`src/rtl/fetch_unit_if.sv`:
```
// fetch_unit_if: instruction-memory, redirect and decode handshake bundle.
// master: fetch_unit side. slave: memory / branch unit / decode side.
// Signals:
//   imem_req_valid/ready/addr  word read request toward instruction memory
//   imem_rsp_valid/data        in-order read data, never back-pressured
//   redirect_valid/pc          restart fetch at a new PC
//   instr_valid/ready          head-of-buffer handshake toward decode
//   instr/instr_pc             instruction word and its address
interface fetch_unit_if;
    logic        imem_req_valid;
    logic        imem_req_ready;
    logic [31:0] imem_req_addr;
    logic        imem_rsp_valid;
    logic [31:0] imem_rsp_data;
    logic        redirect_valid;
    logic [31:0] redirect_pc;
    logic        instr_valid;
    logic        instr_ready;
    logic [31:0] instr;
    logic [31:0] instr_pc;

    modport master (
        output imem_req_valid, imem_req_addr,
        output instr_valid, instr, instr_pc,
        input  imem_req_ready, imem_rsp_valid, imem_rsp_data,
        input  redirect_valid, redirect_pc, instr_ready
    );

    modport slave (
        input  imem_req_valid, imem_req_addr,
        input  instr_valid, instr, instr_pc,
        output imem_req_ready, imem_rsp_valid, imem_rsp_data,
        output redirect_valid, redirect_pc, instr_ready
    );
endinterface

```
`src/rtl/fetch_unit.sv`:
```
// fetch_unit: fetch PC, in-order imem reads, instruction buffer to decode.
// Ports: clk, rst_n (sync, active low), bus (fetch_unit_if.master).
module fetch_unit #(
    parameter logic [31:0] RESET_PC        = 32'h0000_0000,
    parameter int          FIFO_DEPTH      = 2,
    parameter int          MAX_OUTSTANDING = 2
) (
    input  logic         clk,
    input  logic         rst_n,
    fetch_unit_if.master bus
);
    localparam int AW = (FIFO_DEPTH > 1) ? $clog2(FIFO_DEPTH) : 1;
    localparam int QW = (MAX_OUTSTANDING > 1) ? $clog2(MAX_OUTSTANDING) : 1;
    localparam int CW = $clog2(FIFO_DEPTH + 1);
    localparam int OW = $clog2(MAX_OUTSTANDING + 1);
    localparam logic [CW-1:0] DEPTH_C = CW'(FIFO_DEPTH);
    localparam logic [OW-1:0] MAXO_C  = OW'(MAX_OUTSTANDING);
    localparam logic [AW-1:0] ALAST   = AW'(FIFO_DEPTH - 1);
    localparam logic [QW-1:0] QLAST   = QW'(MAX_OUTSTANDING - 1);

    logic [31:0]   r_pc;
    logic [OW-1:0] r_outs;
    logic [OW-1:0] r_disc;
    logic [CW-1:0] r_cnt;
    logic          r_req_valid;
    logic [AW-1:0] r_wr;
    logic [AW-1:0] r_rd;
    logic [QW-1:0] r_qwr;
    logic [QW-1:0] r_qrd;
    logic [31:0]   r_fdata [FIFO_DEPTH];
    logic [31:0]   r_fpc   [FIFO_DEPTH];
    logic [31:0]   r_qpc   [MAX_OUTSTANDING];

    logic          w_fire;
    logic          w_rsp;
    logic          w_redir;
    logic          w_stale;
    logic          w_push;
    logic          w_pop;
    logic [OW-1:0] w_outs_n;
    logic [OW-1:0] w_disc_n;
    logic [CW-1:0] w_cnt_n;
    logic [31:0]   w_pc_n;
    logic [31:0]   w_live_n;
    logic          w_req_n;

    function automatic logic [AW-1:0] finc(input logic [AW-1:0] p);
        return (p == ALAST) ? '0 : p + 1'b1;
    endfunction

    function automatic logic [QW-1:0] qinc(input logic [QW-1:0] p);
        return (p == QLAST) ? '0 : p + 1'b1;
    endfunction

    assign w_fire  = r_req_valid & bus.imem_req_ready;
    assign w_rsp   = bus.imem_rsp_valid;
    assign w_redir = bus.redirect_valid;
    assign w_stale = (r_disc != '0);
    assign w_push  = w_rsp & ~w_stale & ~w_redir;
    assign w_pop   = (r_cnt != '0) & bus.instr_ready & ~w_redir;

    always_comb begin
        w_outs_n = r_outs + OW'(w_fire) - OW'(w_rsp);
        w_disc_n = r_disc - OW'(w_rsp & w_stale);
        w_cnt_n  = r_cnt + CW'(w_push) - CW'(w_pop);
        w_pc_n   = w_fire ? r_pc + 32'd4 : r_pc;
        if (w_redir) begin
            // everything still in flight after this edge is stale
            w_disc_n = w_outs_n;
            w_cnt_n  = '0;
            w_pc_n   = bus.redirect_pc & ~32'h3;
        end
        // credit: every live read in flight must find a free FIFO slot
        w_live_n = 32'(w_outs_n) - 32'(w_disc_n) + 32'(w_cnt_n);
        w_req_n  = (w_outs_n < MAXO_C) && (w_live_n < 32'(FIFO_DEPTH));
    end

    always_ff @(posedge clk) begin
        if (!rst_n) begin
            r_pc        <= RESET_PC;
            r_outs      <= '0;
            r_disc      <= '0;
            r_cnt       <= '0;
            r_req_valid <= 1'b0;
            r_wr        <= '0;
            r_rd        <= '0;
            r_qwr       <= '0;
            r_qrd       <= '0;
        end else begin
            r_pc        <= w_pc_n;
            r_outs      <= w_outs_n;
            r_disc      <= w_disc_n;
            r_cnt       <= w_cnt_n;
            r_req_valid <= w_req_n;
            if (w_fire) r_qwr <= qinc(r_qwr);
            if (w_rsp)  r_qrd <= qinc(r_qrd);
            if (w_redir) begin
                r_wr <= '0;
                r_rd <= '0;
            end else begin
                if (w_push) r_wr <= finc(r_wr);
                if (w_pop)  r_rd <= finc(r_rd);
            end
        end
    end

    always_ff @(posedge clk) begin
        if (w_fire) r_qpc[r_qwr] <= r_pc;
        if (w_push) begin
            r_fdata[r_wr] <= bus.imem_rsp_data;
            r_fpc[r_wr]   <= r_qpc[r_qrd];
        end
    end

    assign bus.imem_req_valid = r_req_valid;
    assign bus.imem_req_addr  = r_pc;
    assign bus.instr_valid    = (r_cnt != '0);
    assign bus.instr          = r_fdata[r_rd];
    assign bus.instr_pc       = r_fpc[r_rd];

    a_fifo_ovf: assert property (@(posedge clk) disable iff (!rst_n)
        !(w_push && !w_pop && r_cnt == DEPTH_C));
    a_outs_ovf: assert property (@(posedge clk) disable iff (!rst_n)
        !(w_fire && !w_rsp && r_outs == MAXO_C));
    a_outs_unf: assert property (@(posedge clk) disable iff (!rst_n)
        !(w_rsp && r_outs == '0));
    a_disc_le:  assert property (@(posedge clk) disable iff (!rst_n)
        r_disc <= r_outs);
endmodule

```
`src/flat_wrapper.sv`:
```
// flat-port wrapper written by rule: the top's interface ports become plain ports
module fetch_unit_flat 
#(
    parameter logic [31:0] RESET_PC        = 32'h0000_0000,
    parameter int          FIFO_DEPTH      = 2,
    parameter int          MAX_OUTSTANDING = 2
)
  (clk, rst_n, bus_imem_req_valid, bus_imem_req_addr, bus_instr_valid, bus_instr, bus_instr_pc, bus_imem_req_ready, bus_imem_rsp_valid, bus_imem_rsp_data, bus_redirect_valid, bus_redirect_pc, bus_instr_ready);
  fetch_unit_if bus_i ();
  input  logic clk;
  input  logic rst_n;
  output wire logic [$bits(bus_i.imem_req_valid)-1:0] bus_imem_req_valid;
  output wire logic [$bits(bus_i.imem_req_addr)-1:0] bus_imem_req_addr;
  output wire logic [$bits(bus_i.instr_valid)-1:0] bus_instr_valid;
  output wire logic [$bits(bus_i.instr)-1:0] bus_instr;
  output wire logic [$bits(bus_i.instr_pc)-1:0] bus_instr_pc;
  input wire logic [$bits(bus_i.imem_req_ready)-1:0] bus_imem_req_ready;
  input wire logic [$bits(bus_i.imem_rsp_valid)-1:0] bus_imem_rsp_valid;
  input wire logic [$bits(bus_i.imem_rsp_data)-1:0] bus_imem_rsp_data;
  input wire logic [$bits(bus_i.redirect_valid)-1:0] bus_redirect_valid;
  input wire logic [$bits(bus_i.redirect_pc)-1:0] bus_redirect_pc;
  input wire logic [$bits(bus_i.instr_ready)-1:0] bus_instr_ready;
  assign bus_imem_req_valid = bus_i.imem_req_valid;
  assign bus_imem_req_addr = bus_i.imem_req_addr;
  assign bus_instr_valid = bus_i.instr_valid;
  assign bus_instr = bus_i.instr;
  assign bus_instr_pc = bus_i.instr_pc;
  assign bus_i.imem_req_ready = bus_imem_req_ready;
  assign bus_i.imem_rsp_valid = bus_imem_rsp_valid;
  assign bus_i.imem_rsp_data = bus_imem_rsp_data;
  assign bus_i.redirect_valid = bus_redirect_valid;
  assign bus_i.redirect_pc = bus_redirect_pc;
  assign bus_i.instr_ready = bus_instr_ready;
  fetch_unit #(.RESET_PC(RESET_PC), .FIFO_DEPTH(FIFO_DEPTH), .MAX_OUTSTANDING(MAX_OUTSTANDING)) u_core (.clk(clk), .rst_n(rst_n), .bus(bus_i));
endmodule
```
`config.mk`:
```
export PLATFORM = sky130hd
export DESIGN_NAME = fetch_unit_flat
export DESIGN_NICKNAME = d
export VERILOG_FILES = /design/src/rtl/fetch_unit_if.sv /design/src/rtl/fetch_unit.sv /design/src/flat_wrapper.sv
export SDC_FILE = /design/constraint.sdc
export NUM_CORES = 1
export LEC_CHECK = 0
export BUFFER_PORTS_ARGS = -buffer_cell sky130_fd_sc_hd__buf_2
export CORE_ASPECT_RATIO = 1.75
export CORE_UTILIZATION = 45
export CTS_CLUSTER_DIAMETER = 30
export DETAILED_ROUTE_END_ITERATION = 8
export GPL_TIMING_DRIVEN = 0
export PLACE_DENSITY_LB_ADDON = 0.1
export SYNTH_ARGS = -nofsm -noshare
export SYNTH_HDL_FRONTEND = slang
export SYNTH_SLANG_ARGS = --single-unit
```
`constraint.sdc`:
```
create_clock -name clk -period 9.2 [get_ports clk]
set_clock_uncertainty 0.2 [all_clocks]
set_input_delay 2.3 -clock clk [delete_from_list [all_inputs] [get_ports clk]]
set_output_delay 2.3 -clock clk [all_outputs]
set_load 0.02 [all_outputs]
```
Word level (Yosys, flattened, before mapping)
Memories as Yosys holds them, arrays and structs flattened. A register that Yosys moved wholly into a read port is not among the register bits.
Cells that the tools add are included.
W data, S select, Z words.
- flip-flop bits (word level): 43
- latch bits: 0
- RAM bits: 192
- memory bits (read-only): 0
- bits of input ports: 70
- output and inout bits: 98
- logic and storage cells: 59
- memories kept: 3
- add/sub/neg operators: 12
- multiply operators: 0
- divide/modulo/power cells: 0
- magnitude comparators: 2
- eq/ne operators: 0
- shift operators: 0
- mux-type cells: 18
- bitwise gates (word level): 9
- reduce and logical (&&, ||, !) cells: 5
- memory list (name ; words ; bits a word ; rd ports ; clocked after memory_dff ; write ports ; RTL line ; text):
    u_core.r_fdata ; 2 ; 32 ; 1 ; 1 ; 1 ; fetch_unit.sv:30 ; logic [31:0] r_fdata [FIFO_DEPTH];
    u_core.r_fpc ; 2 ; 32 ; 1 ; 1 ; 1 ; fetch_unit.sv:31 ; logic [31:0] r_fpc [FIFO_DEPTH];
    u_core.r_qpc ; 2 ; 32 ; 1 ; 1 ; 1 ; fetch_unit.sv:32 ; logic [31:0] r_qpc [MAX_OUTSTANDING];
- operator list (cell ; count):
    $mux W32 ; 2
    $add A32 B2 Y32 ; 1
    $add A32 B3 Y32 const B ; 1
    $lt A32 B2 Y1 const B ; 1
    $mux W1 ; 14
    $and A1 B1 Y1 ; 6
    $reduce_bool A2 Y1 ; 3
    $add A1 B1 Y1 const B ; 4
    $add A2 B1 Y2 ; 2
    $mux W2 ; 2
    $sub A2 B1 Y2 ; 2
    $not A1 Y1 ; 3
    $sub A2 B2 Y3 ; 1
    $lt A2 B2 Y1 const B ; 1
    $reduce_or A2 Y1 ; 1
    $sub A2 B2 Y2 ; 1
    $logic_and A1 B1 Y1 ; 1

Depth between registers and ports, before layout
Gate-level depths: netlist of the first run.
- word-level depth: 10
- gate-level depth with buffers: 16
- mapped depth without buffers: 16

Worst setup path after synthesis of the first run
Ideal clock, no wire load.
- kind: input to register
- start point: input bus_redirect_valid
- end point: memory u_core.r_fdata[0][0] (enable)
- setup time: 0.490 ns
- data arrival time: 5.660 ns
- data required time: 8.510 ns
- slack: 2.851 ns
- cell stages on the path: 2
- buffers on the path: 0
- path through: nor4b_1 -> nor2b_1
- word-level cells in the longest chain between the ends: 4
- RTL lines (what ; RTL line ; text):
    start: declaration ; flat_wrapper.sv:20 ; input wire logic [$bits(bus_i.redirect_valid)-1:0] bus_redirect_valid;
    $not A1 Y1 ; fetch_unit.sv:59 ; assign w_push = w_rsp & ~w_stale & ~w_redir;
    $and A1 B1 Y1 ; fetch_unit.sv:59 ;
    $mux W1 ; fetch_unit.sv:109 ; if (w_push) begin
    $mux W1 (not written as such) ; fetch_unit.sv:110 ; r_fdata[r_wr] <= bus.imem_rsp_data;
    end: declaration ; fetch_unit.sv:30 ;
Every way passes these cells.

Final worst setup path of the first run
- start point: input bus_redirect_valid
- end point: register u_core.r_req_valid, in the netlist u_core.bus.imem_req_valid
- elaborated cells on any way between the ends: 11
- classes of those cells: add/sub: 4; order compare: 1; mux: 2; bitwise: 3; reduce/logical: 1
- RTL lines (what ; RTL line ; text):
    $not A1 Y1 ; fetch_unit.sv:60 ; assign w_pop = (r_cnt != '0) & bus.instr_ready & ~w_redir;
    $and A1 B1 Y1 ; fetch_unit.sv:60 ;
    named net u_core.w_pop ; fetch_unit.sv:39 ; logic w_pop;
    $sub A2 B1 Y2 ; fetch_unit.sv:65 ; w_cnt_n = r_cnt + CW'(w_push) - CW'(w_pop);
    $mux W2 ; fetch_unit.sv:67 ; if (w_redir) begin
    named net u_core.w_cnt_n[1] ; fetch_unit.sv:42 ; logic [CW-1:0] w_cnt_n;
    $add A32 B2 Y32 ; fetch_unit.sv:74 ; w_live_n = 32'(w_outs_n) - 32'(w_disc_n) + 32'(w_cnt_n);
    $lt A32 B2 Y1 ; fetch_unit.sv:75 ; w_req_n = (w_outs_n < MAXO_C) && (w_live_n < 32'(FIFO_DEPTH));
    $logic_and A1 B1 Y1 ; fetch_unit.sv:75 ;
    end signal: assignment ; fetch_unit.sv:94 ; r_req_valid <= w_req_n;
    end: declaration ; fetch_unit.sv:25 ; logic r_req_valid;
The timed path passes the listed nets, and every way through them passes these cells.
A chain may end at the register's enable or synchronous reset.

==> results of run 1 <==
-- path summary, 6_finish.rpt --
kind                                             start                                    to  slack, ns  depth (start not counted)
min          u_core.bus.imem_req_addr[14]$_SDFFE_PN0P_         u_core.r_qpc[1][14]$_DFFE_PP_       0.32                          0
max                                 bus_redirect_valid  u_core.bus.imem_req_valid$_SDFF_PN0_       3.60                         17
min reg2reg  u_core.bus.imem_req_addr[14]$_SDFFE_PN0P_         u_core.r_qpc[1][14]$_DFFE_PP_       0.32                          0
max reg2reg       u_core.bus.imem_req_valid$_SDFF_PN0_  u_core.bus.imem_req_valid$_SDFF_PN0_       5.04                         15
-- where the power goes --
part           switching (mW)  total [mW]  internal [mW]
combinational           0.136       0.228         0.0924
clock                   0.452        1.23          0.775
sequential             0.0307        1.19           1.16
total                   0.618        2.64           2.02
-- Yosys cell counts, drive strengths merged (2+ instances only) --
cell    instances
and4            9
nand3          13
a21oi           6
nor4           13
nor3            5
o31ai           5
nor2           12
o211a           3
clkbuf         25
xnor2           8
nor3b           2
and3            4
or3             3
nand2b          5
a211oi          4
a31oi           9
fa              2
buf             6
o311a           3
dfxtp          43
nor2b           2
xor2           10
edfxtp        184
o21ai          27
and2           13
nand4          13
or4             7
inv            12
nand2          28
a31o            2
mux2           92
ha             13
o21a            5
-- through the flow --
stage               cells  area (µm²)  hold WS [ns]  utilization (%)  worst slack (ns)
global route         1067       11470        0.3297            57.60             3.318
detailed placement   1011       10390        0.3129            52.19             2.994
finish               1067       11470        0.3170            57.60             3.604
floorplan             604        9224        0.2725                -             2.851
CTS                  1067       11470        0.3206            57.60             3.547
global placement     1009       10330        0.2953            51.89            0.9201
-- per-layer routing --
metal / GRT usage [%] / vias to the layer above
li1: - / 2709
met1: 22.50 / 2903
met2: 39.30 / 217
met3: 3.103 / 45
met4: 7.389 / 0
met5: 0 / -
-- cell families after synthesis --
logic type                 Yosys count  synth area share (%)
muxes                               93                 11.35
buffers and inverters               43                 1.942
and+or+nand+nor                    135                 8.583
DFF                                227                 69.32
xor gates and xnor gates            18                 1.711
other                                1               0.04071
adders and majority gates           15                 2.200
AOI/OAI and AO/OA                   69                 4.849
-- cell type report --
cell class | count | area (µm²) | share of cell area (%)
Buffer | 31 | 133.9 | 1.167
Clock buffer | 35 | 800.8 | 6.982
Clock inverter | 21 | 277.8 | 2.422
Inverter | 12 | 45.04 | 0.3928
Multi-Input combinational cell | 334 | 2678 | 23.35
Sequential cell | 227 | 6386 | 55.68
Tap cell | 245 | 306.5 | 2.673
Timing Repair Buffer | 162 | 840.8 | 7.331
-- flip-flops by register name (all words and copies together), names as in the netlist, named ones only --
register	flops
u_core.r_disc	2
u_core.r_cnt	2
u_core.bus.imem_req_valid	1
u_core.r_fdata	64
u_core.r_qrd	1
u_core.r_outs	2
u_core.r_rd	1
u_core.r_qpc	60
u_core.bus.imem_req_addr	30
u_core.r_qwr	1
u_core.r_wr	1
u_core.r_fpc	60
==> impl_metrics.env, run 1 <==
export IMPL_status="finished, final reports clean"
export IMPL_fin_crit_sh_pct=60.83
export IMPL_grt_max_degree=63
export IMPL_synth_top_cell_area_share_pct=59.98
export IMPL_required_ns=9.45
export IMPL_ys_seq_area_share_pct=69.32
export IMPL_cap_viol_max_count=0
export IMPL_final_layout_size_suffix_gt1_share_pct=39.29
export IMPL_setup_viol=0
export IMPL_clk_pin_slew_ns=0.06
export IMPL_io_pins=168
export IMPL_antenna_found_initial=0
export IMPL_ctsHoldBuffers=0
export IMPL_tightestPinTransition_ns=1.149
export IMPL_rsz0062_at_grt="no"
export IMPL_num_vias=5874
export IMPL_htree_levels=1
export IMPL_powerDensity_nw_per_um2=230.3
export IMPL_slew_violations=0
export IMPL_synthFlopType="edfxtp_1"
export IMPL_finalCriticalPeriod_ns=5.596
export IMPL_cp_end_kind="flop"
export IMPL_crit_family="buffers and inverters"
export IMPL_grt_overflow_total=0
export IMPL_critPathLaunchType="primary input"
export IMPL_met1Wirelength_um=7705
export IMPL_synth_edf_count=184
export IMPL_total_power_mw=2.641
export IMPL_drt_antenna_violating_nets=0
export IMPL_met3_length_um=1104
export IMPL_start_util_pct=46.27
export IMPL_synth_top_area_cell="edfxtp_1"
export IMPL_critPathMostFrequentCell="ha_1"
export IMPL_crit_slowest_cell="clkbuf_1"
export IMPL_dieArea_um2=21070
export IMPL_area_delta_synth_final_pct=24.49
export IMPL_diodes=0
export IMPL_hp_class="reg2reg"
export IMPL_die_height_um=191.3
export IMPL_cts_tree="built"
export IMPL_vias_per_cell=5.505
export IMPL_worstSetupPathType="in2reg"
export IMPL_synth_ff_latch_count=227
export IMPL_io_buffers=160
export IMPL_drt_total_wl_um=21290
export IMPL_yosys_warnings=0
export IMPL_drt_iter0_drc=273
export IMPL_peakVddDrop_uv=199.0
export IMPL_syn_area_per_cell_um2=15.33
export IMPL_final_cell_mix="edfxtp_1 (184), buf_2 (162), mux2_2 (92)"
export IMPL_top_layer="met4"
export IMPL_drt_pre_antenna_iters=4
export IMPL_wl_per_cell_um=19.96
export IMPL_clk_path_buf_depth=3
export IMPL_dp_final_hpwl_um=15000
export IMPL_crit_buf_inv=4
export IMPL_row_count=68
export IMPL_p_leak_nw=4.252
export IMPL_fmax_mhz=178.7
export IMPL_synth_area_leaders="edfxtp_1 (60%), mux2_2 (11%), dfxtp_1 (9.3%)"
export IMPL_relSlewSlack_pct=22.71
export IMPL_critPathMaxStageDelay_ns=0.56
export IMPL_worstPathMaxFanout=10
export IMPL_root_buffer="clkbuf_16"
export IMPL_cts_sinks=227
export IMPL_layout_commonest_cell="edfxtp_1"
export IMPL_finalWeightedCongestion=0.8878
export IMPL_nFillCells=1668
export IMPL_die_w_um=110.2
export IMPL_ys_async_sr_fraction_pct=0
export IMPL_core_area_um2=19910
export IMPL_cts_resized=0
export IMPL_synthCells=601
export IMPL_cts_buffers=31
export IMPL_clock_latency_ns=0.53
export IMPL_syn_area_um2=9213
export IMPL_grt_pass1_wl_um=32640
export IMPL_drc=0
export IMPL_synth_cell_types=50
export IMPL_hold_violations=0
export IMPL_grt_pass1_vias=6226
export IMPL_grt_use_total_pct=20.65
export IMPL_met2_length_um=11900
export IMPL_crit_chain="buf_2, clkbuf_1, clkbuf_1, nor2_1, ha_1, inv_1, ha_1, xor2_1, xnor2_1, nor2_1, ha_1, a21o_1, nand2_1, ha_1, nor4bb_1, nand2_1, nor2_1"
export IMPL_fin_nets=884
export IMPL_post_cts_buffers=0
export IMPL_tns_ns=0
export IMPL_crit_arrival_ns=5.85
Power figures use the tool's default switching activity.
==> run 2, diff against run 1 <==
Clock period 9.2 ns to 4.96 ns, I/O delays scaled along.
==> run 2 against run 1 <==
  * Wire length down 5.4%
  * Sequential share of layout area up 0.50 points
  * First-iteration DRC count down 21%
  * Register-to-register slack worse by 4.0 ns
  * Worst setup slack worse by 3.0 ns
  * Clock-buffer cell count down 5
  * Critical path depth unchanged
  * Global-route usage down 1.3 points
  * Hold slack better by 0.0040 ns
  * Sequential cell count unchanged
  * Combinational power up 88%
  * Die area unchanged
  * Critical path type unchanged
  * Largest power group is now sequential cells
==> impl_metrics.env, run 2 (synthesized netlist as in run 1, its figures left out) <==
export IMPL_peakVddDrop_uv=319.3
export IMPL_post_cts_buffers=0
export IMPL_fin_nets=882
export IMPL_num_vias=5768
export IMPL_cap_viol_max_count=0
export IMPL_worstPathMaxFanout=10
export IMPL_drt_total_wl_um=20150
export IMPL_regMostFlops="u_core.r_fdata"
export IMPL_io_pins=168
export IMPL_drt_iter0_drc=215
export IMPL_relSlewSlack_pct=33.57
export IMPL_crit_slowest_cell="clkbuf_1"
export IMPL_cts_buffers=28
export IMPL_cts_sinks=227
export IMPL_crit_family="buffers and inverters"
export IMPL_fin_crit_sh_pct=88.35
export IMPL_finalWeightedCongestion=0.8901
export IMPL_worstSetupPathType="in2reg"
export IMPL_dp_final_hpwl_um=14380
export IMPL_drc=0
export IMPL_crit_arrival_ns=4.64
export IMPL_clock_latency_ns=0.53
export IMPL_dpl_instance_area_um2=10420
export IMPL_crit_buf_inv=4
export IMPL_io_buffers=160
export IMPL_ctsHoldBuffers=0
export IMPL_hold_violations=0
export IMPL_diodes=0
export IMPL_p_leak_nw=4.212
export IMPL_critPathMostFrequentCell="ha_1"
export IMPL_slew_violations=0
export IMPL_cts_resized=0
export IMPL_cp_end_kind="flop"
export IMPL_die_w_um=110.2
export IMPL_cts_tree="built"
export IMPL_pre_cts_slack_ns=0.003537
export IMPL_wl_per_cell_um=18.93
export IMPL_grt_overflow_total=0
export IMPL_final_layout_size_suffix_gt1_share_pct=39.44
export IMPL_drt_antenna_violating_nets=0
export IMPL_grt_pass1_vias=5979
export IMPL_dieArea_um2=21070
export IMPL_met2_usage_pct=36.63
export IMPL_grt_pass1_wl_um=31060
export IMPL_hold_ws_ns=0.3211
export IMPL_largest_register_ffs=64
export IMPL_critPathMaxStageDelay_ns=0.49
export IMPL_antenna_found_initial=0
export IMPL_die_height_um=191.3
export IMPL_grt_max_degree=63
export IMPL_finalCriticalPeriod_ns=4.382
export IMPL_start_util_pct=46.27
export IMPL_row_count=68
export IMPL_htree_levels=1
export IMPL_grt_busiest_layer="met2"
export IMPL_status="finished, final reports clean"
export IMPL_fmax_mhz=228.2
export IMPL_final_cell_mix="edfxtp_1 (184), buf_2 (162), mux2_2 (92)"
export IMPL_tightestPinTransition_ns=0.9874
export IMPL_powerDensity_nw_per_um2=406.4
export IMPL_reg_top3="u_core.r_fdata x64, u_core.r_fpc x60, u_core.r_qpc x60"
export IMPL_vias_per_cell=5.421
export IMPL_area_delta_synth_final_pct=23.37
export IMPL_hp_class="reg2reg"
export IMPL_core_area_um2=19910
export IMPL_grt_use_total_pct=19.34
export IMPL_layout_commonest_cell="edfxtp_1"
export IMPL_setup_viol=0
export IMPL_layout_setup_ws_ns=0.5777
export IMPL_clk_path_buf_depth=3
export IMPL_drt_pre_antenna_iters=5
export IMPL_fin_area_um2=11370
export IMPL_root_buffer="clkbuf_16"
export IMPL_clk_pin_slew_ns=0.06
export IMPL_required_ns=5.22
export IMPL_grt_use_met1_pct=20.63
export IMPL_crit_chain="buf_2, clkbuf_1, clkbuf_1, nor2_1, ha_1, inv_1, ha_1, xor2_1, xnor2_1, nor2_1, ha_1, a21o_1, nand2_1, ha_1, nor4bb_1, nand2_1, nor2_1"
export IMPL_critPathLaunchType="primary input"
export IMPL_tns_ns=0
export IMPL_grtUsageMet3_pct=3.034
export IMPL_rsz0062_at_grt="no"
## run 2: cell types whose count changed in the layout (fill, tap and decap cells not counted), sizes merged
cell	previous run	this run
clkinvlp	6	4
bufinv	5	0
inv	20	25
clkbuf	60	55
buf	168	169
clkinv	2	5
## run 2: path summary, 6_finish.rpt
path / cells past startpoint / slack, ns / start / to
max: 17 / 0.58 / bus_redirect_valid / u_core.bus.imem_req_valid$_SDFF_PN0_
min: 2 / 0.32 / u_core.r_rd$_SDFFE_PP0P_ / u_core.r_rd$_SDFFE_PP0P_
max reg2reg: 15 / 1.08 / u_core.bus.imem_req_valid$_SDFF_PN0_ / u_core.bus.imem_req_valid$_SDFF_PN0_
min reg2reg: 2 / 0.32 / u_core.r_rd$_SDFFE_PP0P_ / u_core.r_rd$_SDFFE_PP0P_
## run 2: per-layer routing
layer | up-vias | part of all wire [%]
li1 | 2710 | -
met1 | 2793 | 35
met2 | 220 | 56
met3 | 45 | 6.2
met4 | 0 | 2.8
met5 | - | 0
## run 2: cell type report
| cell class | instances | area [µm²] |
|---|---|---|
| multi-input cells | 334 | 2678 |
| flip-flops and latches | 227 | 6386 |
| well taps | 245 | 306.5 |
| inverters | 12 | 45.04 |
| fillers | 1671 | 8543 |
| clock inverters | 22 | 219.0 |
| repair buffers | 163 | 868.3 |
| clock buffers | 30 | 729.5 |
| plain buffers | 31 | 133.9 |
## run 2: report_power, final
part           internal (mW)  leakage, nW  switching, mW
Sequential              2.14         2.04         0.0552
Clock                   1.13        0.455          0.868
Combinational          0.177         1.72          0.251
Total                   3.44         4.21           1.17
## run 2: per-stage QoR
step / util [%] / instances / total power, mW
after detailed placement: 52.33 / 1012 / 2.672
after global placement: 51.90 / 1009 / 2.641
final: 57.09 / 1064 / 4.620
after CTS: 57.09 / 1064 / 4.673
after global routing: 57.09 / 1064 / 4.784
after floorplan: - / 604 / 2.497
## run 2: worst min-delay path, cell delays in order, from the launching register on
cell	delay, ns
dfxtp_1	0.33
xor2_1	0.09
nor2_1	0.08
==> run 3, diff against run 2 <==
Settings changed: CORE_ASPECT_RATIO 1.75 to not set, GPL_ROUTABILITY_DRIVEN set to 0.
==> run 3 against run 2 <==
  * Register-to-register slack about the same
  * Sequential cell count unchanged
  * Clock-buffer cell count increased by 19
==> impl_metrics.env, run 3 (synthesized netlist as in run 1, its figures left out) <==
export IMPL_crit_chain="buf_2, clkbuf_1, clkbuf_1, nor2_1, ha_1, inv_1, ha_1, xor2_1, xnor2_1, nor2_1, ha_1, a21o_1, nand2_1, ha_1, nor4bb_1, nand2_1, nor2_1"
export IMPL_cp_num_cells=17
export IMPL_fin_nets=895
export IMPL_grt_pass1_wl_um=32310
export IMPL_hp_class="reg2reg"
export IMPL_crit_family="buffers and inverters"
export IMPL_start_util_pct=46.57
export IMPL_drc=0
export IMPL_fin_util_pct=59.87
export IMPL_r2r_start="u_core.bus.imem_req_valid$_SDFF_PN0_"
export IMPL_grt_overflow_total=0
export IMPL_root_buffer="clkbuf_16"
export IMPL_instances_no_fill=1108
export IMPL_io_pins=168
export IMPL_post_cts_buffers=0
export IMPL_grt_max_degree=63
export IMPL_cts_resized=0
export IMPL_ctsHoldBuffers=0
export IMPL_regMostFlops="u_core.r_fdata"
export IMPL_fin_crit_sh_pct=91.85
export IMPL_setup_viol=0
export IMPL_cts_buffers=41
export IMPL_fin_area_um2=11840
export IMPL_crit_slowest_cell="clkbuf_1"
export IMPL_wl_per_cell_um=18.68
export IMPL_crit_arrival_ns=4.78
export IMPL_critPathLaunchType="primary input"
export IMPL_required_ns=5.19
export IMPL_clock_latency_ns=0.51
export IMPL_place_inst=1032
export IMPL_dieArea_um2=21050
export IMPL_drt_pre_antenna_iters=5
export IMPL_num_vias=5847
export IMPL_htree_levels=2
export IMPL_fmax_mhz=219.5
export IMPL_tns_ns=0
export IMPL_slew_violations=0
export IMPL_grt_pass1_vias=6033
export IMPL_reg_top3="u_core.r_fdata x64, u_core.r_fpc x60, u_core.r_qpc x60"
export IMPL_worstPathMaxFanout=10
export IMPL_cp_end_kind="flop"
export IMPL_io_buffers=160
export IMPL_final_cell_mix="edfxtp_1 (184), buf_2 (162), mux2_2 (92)"
export IMPL_critPathMostFrequentCell="ha_1"
export IMPL_min_delay_start="u_core.bus.imem_req_addr[14]$_SDFFE_PN0P_"
export IMPL_tightestPinTransition_ns=0.9885
export IMPL_relSlewSlack_pct=33.49
export IMPL_peakVddDrop_uv=271.7
export IMPL_antenna_found_initial=0
export IMPL_vias_per_cell=5.277
export IMPL_r2r_slack_ns=1.09
export IMPL_clk_pin_slew_ns=0.05
export IMPL_die_height_um=145.1
export IMPL_row_count=51
export IMPL_rr_worst_depth=15
export IMPL_cap_viol_max_count=0
export IMPL_min_to="u_core.r_qpc[0][14]$_DFFE_PP_"
export IMPL_critPathMaxStageDelay_ns=0.50
export IMPL_rsz0062_at_grt="no"
export IMPL_worstSetupPathType="in2reg"
export IMPL_r2r_end="u_core.bus.imem_req_valid$_SDFF_PN0_"
export IMPL_finalCriticalPeriod_ns=4.556
export IMPL_die_w_um=145.1
export IMPL_final_layout_size_suffix_gt1_share_pct=40.21
export IMPL_cts_tree="built"
export IMPL_layout_commonest_cell="edfxtp_1"
export IMPL_cts_sinks=227
export IMPL_powerDensity_nw_per_um2=455.7
export IMPL_grt_use_total_pct=19.84
export IMPL_drt_iter0_drc=382
export IMPL_hold_violations=0
export IMPL_p_leak_nw=4.428
export IMPL_status="finished, final reports clean"
export IMPL_crit_buf_inv=4
export IMPL_drt_total_wl_um=20690
export IMPL_drt_antenna_violating_nets=0
export IMPL_diodes=0
export IMPL_dp_final_hpwl_um=13740
export IMPL_area_delta_synth_final_pct=28.56
export IMPL_core_area_um2=19780
export IMPL_dpl_instance_area_um2=10440
export IMPL_min_path_cells=0
export IMPL_clk_path_buf_depth=3
export IMPL_largest_register_ffs=64
==> run 3: changes by cell type in the layout (fill, tap and decap cells not counted), sizes merged <==
cell	change
bufinv	+5
inv	-10
clkbuf	+19
clkinv	+8
clkinvlp	+2
==> run 3: area by class of cell <==
class,count,area (µm²)
Fill cell,1594,7938
Inverter,12,45.04
Tap cell,265,331.6
Clock inverter,27,282.8
Clock buffer,49,1119
Buffer,31,133.9
Sequential cell,227,6386
Multi-Input combinational cell,334,2678
Timing Repair Buffer,163,868.3
==> run 3: worst max path at each step <==
stage | start | end | slack, ns
floorplan | bus_imem_rsp_valid | u_core.bus.imem_req_valid$_SDFF_PN0_ | 0.66
global placement | bus_redirect_valid | u_core.r_fdata[0][12]$_DFFE_PP_ | -0.45
detailed placement | bus_redirect_valid | u_core.bus.imem_req_valid$_SDFF_PN0_ | -0.04
CTS | bus_redirect_valid | u_core.bus.imem_req_valid$_SDFF_PN0_ | 0.43
global route | bus_redirect_valid | u_core.bus.imem_req_valid$_SDFF_PN0_ | 0.13
finish | bus_redirect_valid | u_core.bus.imem_req_valid$_SDFF_PN0_ | 0.40
==> run 3: report_power, final <==
part / leakage [nW] / switching [mW] / internal, mW
Combinational: 1.72 / 0.252 / 0.175
Clock: 0.671 / 0.903 / 1.87
Sequential: 2.04 / 0.0538 / 2.15
Total: 4.43 / 1.21 / 4.19
==> run 3: routing by layer <==
layer	wire (µm)	vias to the layer above	part of all wire (%)	GRT usage, %
met5	0	-	0	0
met4	458	0	2.2	8.053
met3	1351	37	6.5	4.591
met2	10410	213	50	34.47
met1	8473	2852	41	23.69
li1	-	2745	-	-
==> run 3: metrics by stage <==
step / total power, mW / setup WS (ns) / hold WS, ns
6_report: 5.398 / 0.4041 / 0.3039
5_1_grt: 5.590 / 0.1336 / 0.3246
2_1_floorplan: 2.497 / 0.6643 / 0.2725
3_3_place_gp: 2.641 / -0.4517 / 0.2886
4_1_cts: 5.451 / 0.4332 / 0.3223
3_5_place_dp: 2.667 / -0.04360 / 0.3109
